--- src/rtl/bram_stream_pkg.sv ---
// Shared types and constants for the block-RAM stream reader.
// Defaults match the team's 1K x 16 simple dual-port RAM.
package bram_stream_pkg;

  localparam int DEF_ADDR_W = 10;
  localparam int DEF_DATA_W = 16;
  localparam int FIFO_DEPTH = 3;
  localparam int CNT_W      = 2;

  typedef enum logic [1:0] {
    IDLE,
    RUN,
    DRAIN
  } state_e;

  function automatic logic [CNT_W-1:0] ptr_inc(input logic [CNT_W-1:0] p);
    return (p == CNT_W'(FIFO_DEPTH - 1)) ? '0 : p + CNT_W'(1);
  endfunction

endpackage

--- src/rtl/bram_rd_fifo.sv ---
// Three-entry register FIFO that holds captured RAM words ({last, data})
// ahead of the output stream. The caller guarantees it never pushes when full.
module bram_rd_fifo
  import bram_stream_pkg::*;
#(
  parameter int W = DEF_DATA_W + 1
) (
  input  logic             clk,
  input  logic             rst,
  input  logic             push,
  input  logic [W-1:0]     push_data,
  input  logic             pop,
  output logic [W-1:0]     head,
  output logic [CNT_W-1:0] count
);

  logic [W-1:0]     mem_q [FIFO_DEPTH];
  logic [W-1:0]     mem_d [FIFO_DEPTH];
  logic [CNT_W-1:0] wr_ptr_q, wr_ptr_d;
  logic [CNT_W-1:0] rd_ptr_q, rd_ptr_d;
  logic [CNT_W-1:0] count_q, count_d;

  always_comb begin
    mem_d    = mem_q;
    wr_ptr_d = wr_ptr_q;
    rd_ptr_d = rd_ptr_q;
    count_d  = count_q;
    if (push) begin
      mem_d[wr_ptr_q] = push_data;
      wr_ptr_d        = ptr_inc(wr_ptr_q);
    end
    if (pop) rd_ptr_d = ptr_inc(rd_ptr_q);
    // Simultaneous push and pop leave the occupancy unchanged.
    if (push && !pop)      count_d = count_q + CNT_W'(1);
    else if (pop && !push) count_d = count_q - CNT_W'(1);
  end

  always_ff @(posedge clk or posedge rst) begin
    if (rst) begin
      mem_q    <= '{default: '0};
      wr_ptr_q <= '0;
      rd_ptr_q <= '0;
      count_q  <= '0;
    end else begin
      mem_q    <= mem_d;
      wr_ptr_q <= wr_ptr_d;
      rd_ptr_q <= rd_ptr_d;
      count_q  <= count_d;
    end
  end

  assign head  = mem_q[rd_ptr_q];
  assign count = count_q;

endmodule

--- src/rtl/bram_stream_reader.sv ---
// Sweeps a wrapping address region of a 1-cycle-latency block RAM and
// presents the words as a valid/ready stream, with credit-based read issue.
module bram_stream_reader
  import bram_stream_pkg::*;
#(
  parameter int ADDR_W = DEF_ADDR_W,
  parameter int DATA_W = DEF_DATA_W
) (
  input  logic              clk,
  input  logic              rst,
  input  logic              start,
  input  logic [ADDR_W-1:0] start_addr,
  input  logic [ADDR_W:0]   length,
  output logic              busy,
  output logic              done,
  output logic              ram_en,
  output logic [ADDR_W-1:0] ram_addr,
  input  logic [DATA_W-1:0] ram_dout,
  output logic              m_valid,
  input  logic              m_ready,
  output logic [DATA_W-1:0] m_data,
  output logic              m_last
);

  state_e            state_q, state_d;
  logic              ram_en_q, ram_en_d;
  logic [ADDR_W-1:0] ram_addr_q, ram_addr_d;
  logic [ADDR_W:0]   remaining_q, remaining_d;
  logic              ram_last_q, ram_last_d;
  logic              inflight_q, inflight_d;
  logic              infl_last_q, infl_last_d;
  logic              done_q, done_d;

  logic [DATA_W:0]   fifo_head;
  logic [CNT_W-1:0]  fifo_count;
  logic              pop;
  logic [CNT_W:0]    occ_next;

  assign m_valid          = (fifo_count != '0);
  assign {m_last, m_data} = fifo_head;
  assign pop              = m_valid & m_ready;

  bram_rd_fifo #(.W(DATA_W + 1)) u_fifo (
    .clk       (clk),
    .rst       (rst),
    .push      (inflight_q),
    .push_data ({infl_last_q, ram_dout}),
    .pop       (pop),
    .head      (fifo_head),
    .count     (fifo_count)
  );

  always_comb begin
    // Occupancy next cycle counting the read issued this cycle as in flight.
    // Issuing only while this stays below depth keeps the FIFO from overflowing.
    occ_next = {1'b0, fifo_count}
             + {{CNT_W{1'b0}}, inflight_q}
             - {{CNT_W{1'b0}}, pop}
             + {{CNT_W{1'b0}}, ram_en_q};

    state_d     = state_q;
    ram_en_d    = 1'b0;
    ram_addr_d  = ram_en_q ? ram_addr_q + ADDR_W'(1) : ram_addr_q;
    remaining_d = remaining_q;
    ram_last_d  = 1'b0;
    inflight_d  = ram_en_q;
    infl_last_d = ram_en_q & ram_last_q;
    done_d      = 1'b0;

    case (state_q)
      IDLE: begin
        if (start) begin
          if (length == '0) begin
            done_d = 1'b1;
          end else begin
            state_d     = RUN;
            ram_en_d    = 1'b1;
            ram_addr_d  = start_addr;
            remaining_d = length - (ADDR_W + 1)'(1);
            ram_last_d  = (length == (ADDR_W + 1)'(1));
          end
        end
      end
      RUN: begin
        if (remaining_q != '0 && occ_next < (CNT_W + 1)'(FIFO_DEPTH)) begin
          ram_en_d    = 1'b1;
          remaining_d = remaining_q - (ADDR_W + 1)'(1);
          ram_last_d  = (remaining_q == (ADDR_W + 1)'(1));
        end
        if (ram_en_q && ram_last_q) state_d = DRAIN;
      end
      DRAIN: begin
        if (pop && m_last) begin
          state_d = IDLE;
          done_d  = 1'b1;
        end
      end
      default: state_d = IDLE;
    endcase
  end

  always_ff @(posedge clk or posedge rst) begin
    if (rst) begin
      state_q     <= IDLE;
      ram_en_q    <= 1'b0;
      ram_addr_q  <= '0;
      remaining_q <= '0;
      ram_last_q  <= 1'b0;
      inflight_q  <= 1'b0;
      infl_last_q <= 1'b0;
      done_q      <= 1'b0;
    end else begin
      state_q     <= state_d;
      ram_en_q    <= ram_en_d;
      ram_addr_q  <= ram_addr_d;
      remaining_q <= remaining_d;
      ram_last_q  <= ram_last_d;
      inflight_q  <= inflight_d;
      infl_last_q <= infl_last_d;
      done_q      <= done_d;
    end
  end

  assign busy     = (state_q != IDLE);
  assign done     = done_q;
  assign ram_en   = ram_en_q;
  assign ram_addr = ram_addr_q;

endmodule

--- config.mk ---
export PLATFORM = sky130hd
export DESIGN_NAME = bram_stream_reader
export DESIGN_NICKNAME = d
export VERILOG_FILES = /design/src/rtl/bram_stream_pkg.sv /design/src/rtl/bram_rd_fifo.sv /design/src/rtl/bram_stream_reader.sv
export SDC_FILE = /design/constraint.sdc
export NUM_CORES = 1
export LEC_CHECK = 0
export ABC_AREA = 1
export BUFFER_PORTS_ARGS = -buffer_cell sky130_fd_sc_hd__buf_2
export CAP_MARGIN = 0
export CORE_ASPECT_RATIO = 1.2
export CORE_MARGIN = 2
export CORE_UTILIZATION = 40
export CTS_CLUSTER_SIZE = 30
export DETAILED_ROUTE_END_ITERATION = 10
export SLEW_MARGIN = 25
export SYNTH_ARGS = -nofsm -noshare
export SYNTH_HDL_FRONTEND = slang
export SYNTH_SLANG_ARGS = --single-unit
export TNS_END_PERCENT = 5
--- constraint.sdc ---
create_clock -name clk -period 3.55 [get_ports clk]
set_input_delay 0.8875 -clock clk [delete_from_list [all_inputs] [get_ports clk]]
set_output_delay 0.8875 -clock clk [all_outputs]
set_load 0.01 [all_outputs]
-- Word-level counts from Yosys, hierarchy flattened
Index checks and enable logic that the tools add are counted.
- add/sub/neg operators: 10
- $lt $le $gt $ge: 4
- equality and inequality tests: 11
- muxes and demuxes: 35
- bitwise gates (word level): 4
- reduce and logical (&&, ||, !) cells: 17
- operators by type and width (cell ; count):
    bitwise mux 51 bit ; 1
    two-way mux 17 bit ; 3
    two-way mux 10 bit ; 4
    binary-select mux 17 bit (select 2 bit) ; 1
    demux 17 bit (select 2 bit) ; 1
    two-way mux 11 bit ; 3
    == test 11 x 1 -> 1 bit, second input constant ; 2
    one-hot mux 11 bit (2 select lines) ; 1
    subtractor 11 x 1 -> 11 bit, second input constant ; 2
    two-way mux 2 bit ; 8
    logical NOT 11 bit ; 1
    nonzero test 11 bit ; 1
    adder 10 x 1 -> 10 bit, second input constant ; 1
    != test 2 bit, second input constant ; 5
    two-way mux 1 bit ; 9
    AND reduction 4 bit ; 2
    nonzero test 2 bit ; 4
    adder 2 x 1 -> 2 bit, second input constant ; 3
    == test 2 bit, second input constant ; 3
    greater-or-equal comparator 3 bit, second input constant ; 2
    logical AND 1 bit ; 6
    NOT 2 -> 3 bit ; 2
    one-hot mux 1 bit (2 select lines) ; 3
    one-hot mux 2 bit (3 select lines) ; 1
    10 further kinds ; 12
- register bits after elaboration: 85
- input port bits: 41
- output and inout bits: 31
- logic and storage cells: 95

-- Depth between registers and ports, before layout
- word-level depth: 8
- depth in mapped cells: 16
- mapped depth without buffers: 16

-- Modules after synthesis
A second synthesis with hierarchy kept.
- cells, all modules: 566
- area total of the unflattened synthesis: 4720.8 µm²
- by module, submodules not included (module ; times used ; cells an instance ; area an instance (µm²) ; seq. area each (µm²)):
    bram_rd_fifo ; 1 ; 286 ; 2626.3 ; 1426.4
    bram_stream_reader ; 1 ; 280 ; 2094.5 ; 700.7

-- Worst setup path before layout
Ideal clock, no wire load.
- path kind: input to register
- start: input m_ready
- end: register remaining_q[9]
- setup time: 0.065 ns
- arrival: 2.868 ns
- required time: 3.485 ns
- setup slack: 0.617 ns
- stages: 14
- path buffers: 1
- cell sequence: nand2_1 inv_1 ha_1 fa_1 inv_1 fa_1 inv_1 nor2_1 nor2_1 nand3_2 nand2_4 buf_6 nand3_1 nand2_1
- word-level cells in the longest chain between the ends: 7
- ends and longest elaborated chain (what ; line ; RTL):
    from (decl) ; bram_stream_reader.sv:20 ; input logic m_ready,
    AND 1 bit ; bram_stream_reader.sv:41 ; assign pop = m_valid & m_ready;
    named net pop ; bram_stream_reader.sv:36 ; logic pop;
    subtractor 3 x 1 -> 3 bit ; bram_stream_reader.sv:58 ; - {{CNT_W{1'b0}}, pop}
    adder 3 x 1 -> 3 bit ; bram_stream_reader.sv:59 ; + {{CNT_W{1'b0}}, ram_en_q};
    less-than comparator 3 x 2 -> 1 bit ; bram_stream_reader.sv:85 ; if (remaining_q != '0 && occ_next < (CNT_W + 1)'(FIFO_DEPTH)) begin
    logical AND 1 bit ; bram_stream_reader.sv:85 ;
    != test 2 bit (no source line) ; - ;
    AND reduction 4 bit (no source line) ; - ;
    to (signal assigned) ; bram_stream_reader.sv:116 ; remaining_q <= remaining_d;
    to (decl) ; bram_stream_reader.sv:28 ; logic [ADDR_W:0] remaining_q, remaining_d;
The timed path passes the listed nets, and every way through them passes these cells.
A chain may end at the register's enable or synchronous reset.

-- Worst setup path in the final report
- start: input m_ready
- end: register remaining_q[10]
Same word-level chain as after synthesis.

==> results.md <==
- TritonCTS clock tree: yes
- R2r worst-path depth: 16
- Dpl hpwl: 7200 µm
- Syn. warnings: 0
- Final setup viols: 0
- Clock transition at path regs: 0.05 ns
- Compound-Gate Fraction of Synth Area: 12.1%
- Hold Buf Count CTS: 0
- CORE AREA: 11000 µm²
- Ant. Diodes: 0
- Routed WL per cell: 13.0 µm
- FILL cells: 1111
- TNS Setup: 0 ns
- Drt via density: 4.92
- Gates resized, CTS repair: 0
- TritonCTS Sinks: 85
- Crit Path Class: in2reg
- Clock Skew: 0.00813 ns
- Slew margin rel.: 50.6%
- I/O Buffers: 71
- Final Hold Violating Endpoints: 0
- Tmin final: 2.95 ns
- Fin nets: 691
- P_leak: 2.77 nW
- Die span in y: 120 µm
- Die Wd: 100 µm
- Yosys reg bits: 85
- Post-synthesis sequential area ratio: 47.6%
- Status: complete, no violations
- CTS max path bufs: 2
- Critical Path RT: 3.77 ns
- Layout cell share with drive strength beyond 1: 20.2%
- Max IR drop VDD: 301 µV
- Grt total ovfl: 0
- Final instance area: 5240 µm²
- Total CTS buffers: 9
- First DRT Iteration DRCs: 135
- Die area: 12000 µm²
- Vias in the first global route: 3681
- Cell Area, Placed: 4950 µm²
- Commonest cells after routing, fill and taps aside: 186 x nand2_1, 85 x dfrtp_1, 71 x buf_2, 68 x o21ai_0, 57 x inv_1
- Initial core utilization: 40.7%
- Worst Path Max Fanout: 17
- Fin crit share: 83.2%
- Main combinational cell family by area after synthesis: simple AND/OR/NAND/NOR gates
- Slew @ Worst Pin: 0.740 ns
- Largest net degree at the start of global routing: 39
- Cells after synthesis: 569
- RSZ-0062 raised after global routing: no
- Drt pass-1 iters: 5
- GRT Total Usage: 17.8%
- Worst Path Arrival: 3.17 ns
- Multiplexer area fraction after synthesis: 0.224%
- H-tree depth: 3
- Post-Synth Simple-Gate Area: 27.8%
- Synthesized cell area: 4470 µm²
- Rows: 42
- DRC viols: 0
- CTS root buf: clkbuf_16
- Cell variety after synth: 32
- First-pass GRT wire length: 17000 µm
- Startpoint types: input port
- Post-DRT Antenna Nets: 0
- Crit end category: register
- I/O pin total: 72
- Worst Hold Depth: 1
- Power per cell area: 913 nW/µm²
- Xor and xnor area share after synthesis: 1.57%
- Commonest non-fill, non-tap cell in the layout: nand2_1
- Via count: 3821
- Max Freq: 0.339 GHz
- Post-CTS setup buffer count: 0
- Synth Area in Adders: 2.86%
- Synth Area per Inst: 7.85 µm²
- Synthesized Nets: 619
- Syn-to-layout area delta: 17.3%
- Tightest Hold Check Type: reg2reg
- Clock Latency Late Sink: 0.34 ns
- Routed WL: 10100 µm
- RePlAce Congestion: 0.798
- Initial antenna violation count: 0
- Fin. max-slew vios: 0
- Max cap viols: 0
[worst max-delay path, cell delays in order]
cell	delay, ns
buf_2	0.09
nand2_1	0.10
inv_1	0.10
ha_1	0.35
fa_1	0.38
inv_1	0.08
fa_1	0.41
inv_1	0.06
nor2_1	0.03
nor2_1	0.12
nand3_2	0.12
nand2_4	0.21
inv_2	0.10
nand2_1	0.06
nand2_1	0.05
[flip-flops by register name (all words and copies together), names as in the netlist]
register	count
ram_last_q	1
u_fifo.mem_q	51
remaining_q	11
infl_last_q	1
u_fifo.wr_ptr_q	2
u_fifo.rd_ptr_q	2
state_q	2
ram_addr	10
ram_en	1
inflight_q	1
done	1
u_fifo.count	2
[path summary, 6_finish.rpt]
path / from / to / slack [ns]
hold reg to reg: state_q[0]$_DFFE_PP0P_ / done$_DFF_PP0_ / 0.44
setup reg to reg: u_fifo.count[1]$_DFFE_PP0N_ / remaining_q[10]$_DFFE_PP0P_ / 0.64
min in group asynchronous: rst / u_fifo.mem_q[6]$_DFFE_PP0P_ / 0.61
hold / removal: state_q[0]$_DFFE_PP0P_ / done$_DFF_PP0_ / 0.44
setup / recovery: m_ready / remaining_q[10]$_DFFE_PP0P_ / 0.60
max in group asynchronous: rst / state_q[1]$_DFFE_PP0P_ / 2.15
[Yosys cell counts]
cell | n | area [µm²]
nand3_4 | 1 | 17.5
a21oi_1 | 6 | 30.0
buf_2 | 4 | 20.0
mux2i_1 | 1 | 10.0
nor3_1 | 1 | 5.00
or2_2 | 1 | 6.26
ha_1 | 7 | 87.6
inv_4 | 1 | 6.26
o21ai_1 | 4 | 20.0
nand4_1 | 4 | 25.0
o21ai_0 | 68 | 340
clkbuf_1 | 10 | 37.5
a22oi_1 | 10 | 75.1
nand2_1 | 186 | 698
nand2_4 | 4 | 45.0
nor2_1 | 30 | 113
nor2_4 | 2 | 22.5
nor2_2 | 5 | 31.3
inv_1 | 58 | 218
nand3_1 | 46 | 230
xnor2_1 | 4 | 35.0
nand3_2 | 1 | 10.0
dfrtp_1 | 85 | 2130
o21ai_2 | 8 | 70.1
buf_8 | 1 | 15.0
nor2_8 | 1 | 20.0
inv_2 | 8 | 30.0
nand2_2 | 3 | 18.8
xor2_1 | 4 | 35.0
buf_6 | 2 | 22.5
a31oi_1 | 1 | 6.26
fa_1 | 2 | 40.0
[per-layer routing]
metal	vias up	global-route usage, %	wire length (µm)	part of all wire (%)
li1	1961	-	-	-
met1	1774	23.7	4660	46
met2	80	29.2	4960	49
met3	6	2.45	363	3.6
met4	0	7.45	118	1.2
met5	-	0	0	0
[logic make-up after synthesis]
group | after synthesis
buffers and inverters | 84
AO/OA/AOI/OAI | 97
flip-flops | 85
multiplexers | 1
AND/OR/NAND/NOR | 285
XOR/XNOR | 8
adder cells (fa/ha/maj) | 9
[where the power goes]
group	total, mW	switching, mW	internal [mW]	leakage [nW]
Sequential	1.74	0.319	1.43	1.05
Combinational	2.13	1.33	0.798	1.58
Clock	0.918	0.378	0.541	0.141
Total	4.79	2.02	2.76	2.77
[metrics by stage]
| step | worst slack [ns] | util [%] | hold WS (ns) | power (mW) | cells |
|---|---|---|---|---|---|
| 3_5_place_dp | 0.232 | 45.1 | 0.434 | 3.91 | 762 |
| 5_1_grt | 0.368 | 47.7 | 0.470 | 5.24 | 777 |
| 3_3_place_gp | 0.319 | 45.0 | 0.429 | 3.82 | 762 |
| 4_1_cts | 0.589 | 47.7 | 0.442 | 4.85 | 777 |
| 2_1_floorplan | 0.469 | - | 0.420 | 3.26 | 569 |
| 6_report | 0.598 | 47.7 | 0.438 | 4.79 | 777 |
[cell type report]
cell class / instances / area (µm²) / share of cell area, %
Multi-Input combinational cell: 400 / 2000 / 38.1
Clock inverter: 6 / 65.1 / 1.24
Sequential cell: 85 / 2130 / 40.6
Timing Repair Buffer: 78 / 408 / 7.78
Inverter: 67 / 255 / 4.87
Tap cell: 132 / 165 / 3.15
Clock buffer: 9 / 225 / 4.30
(Power assumes the default switching activity.)
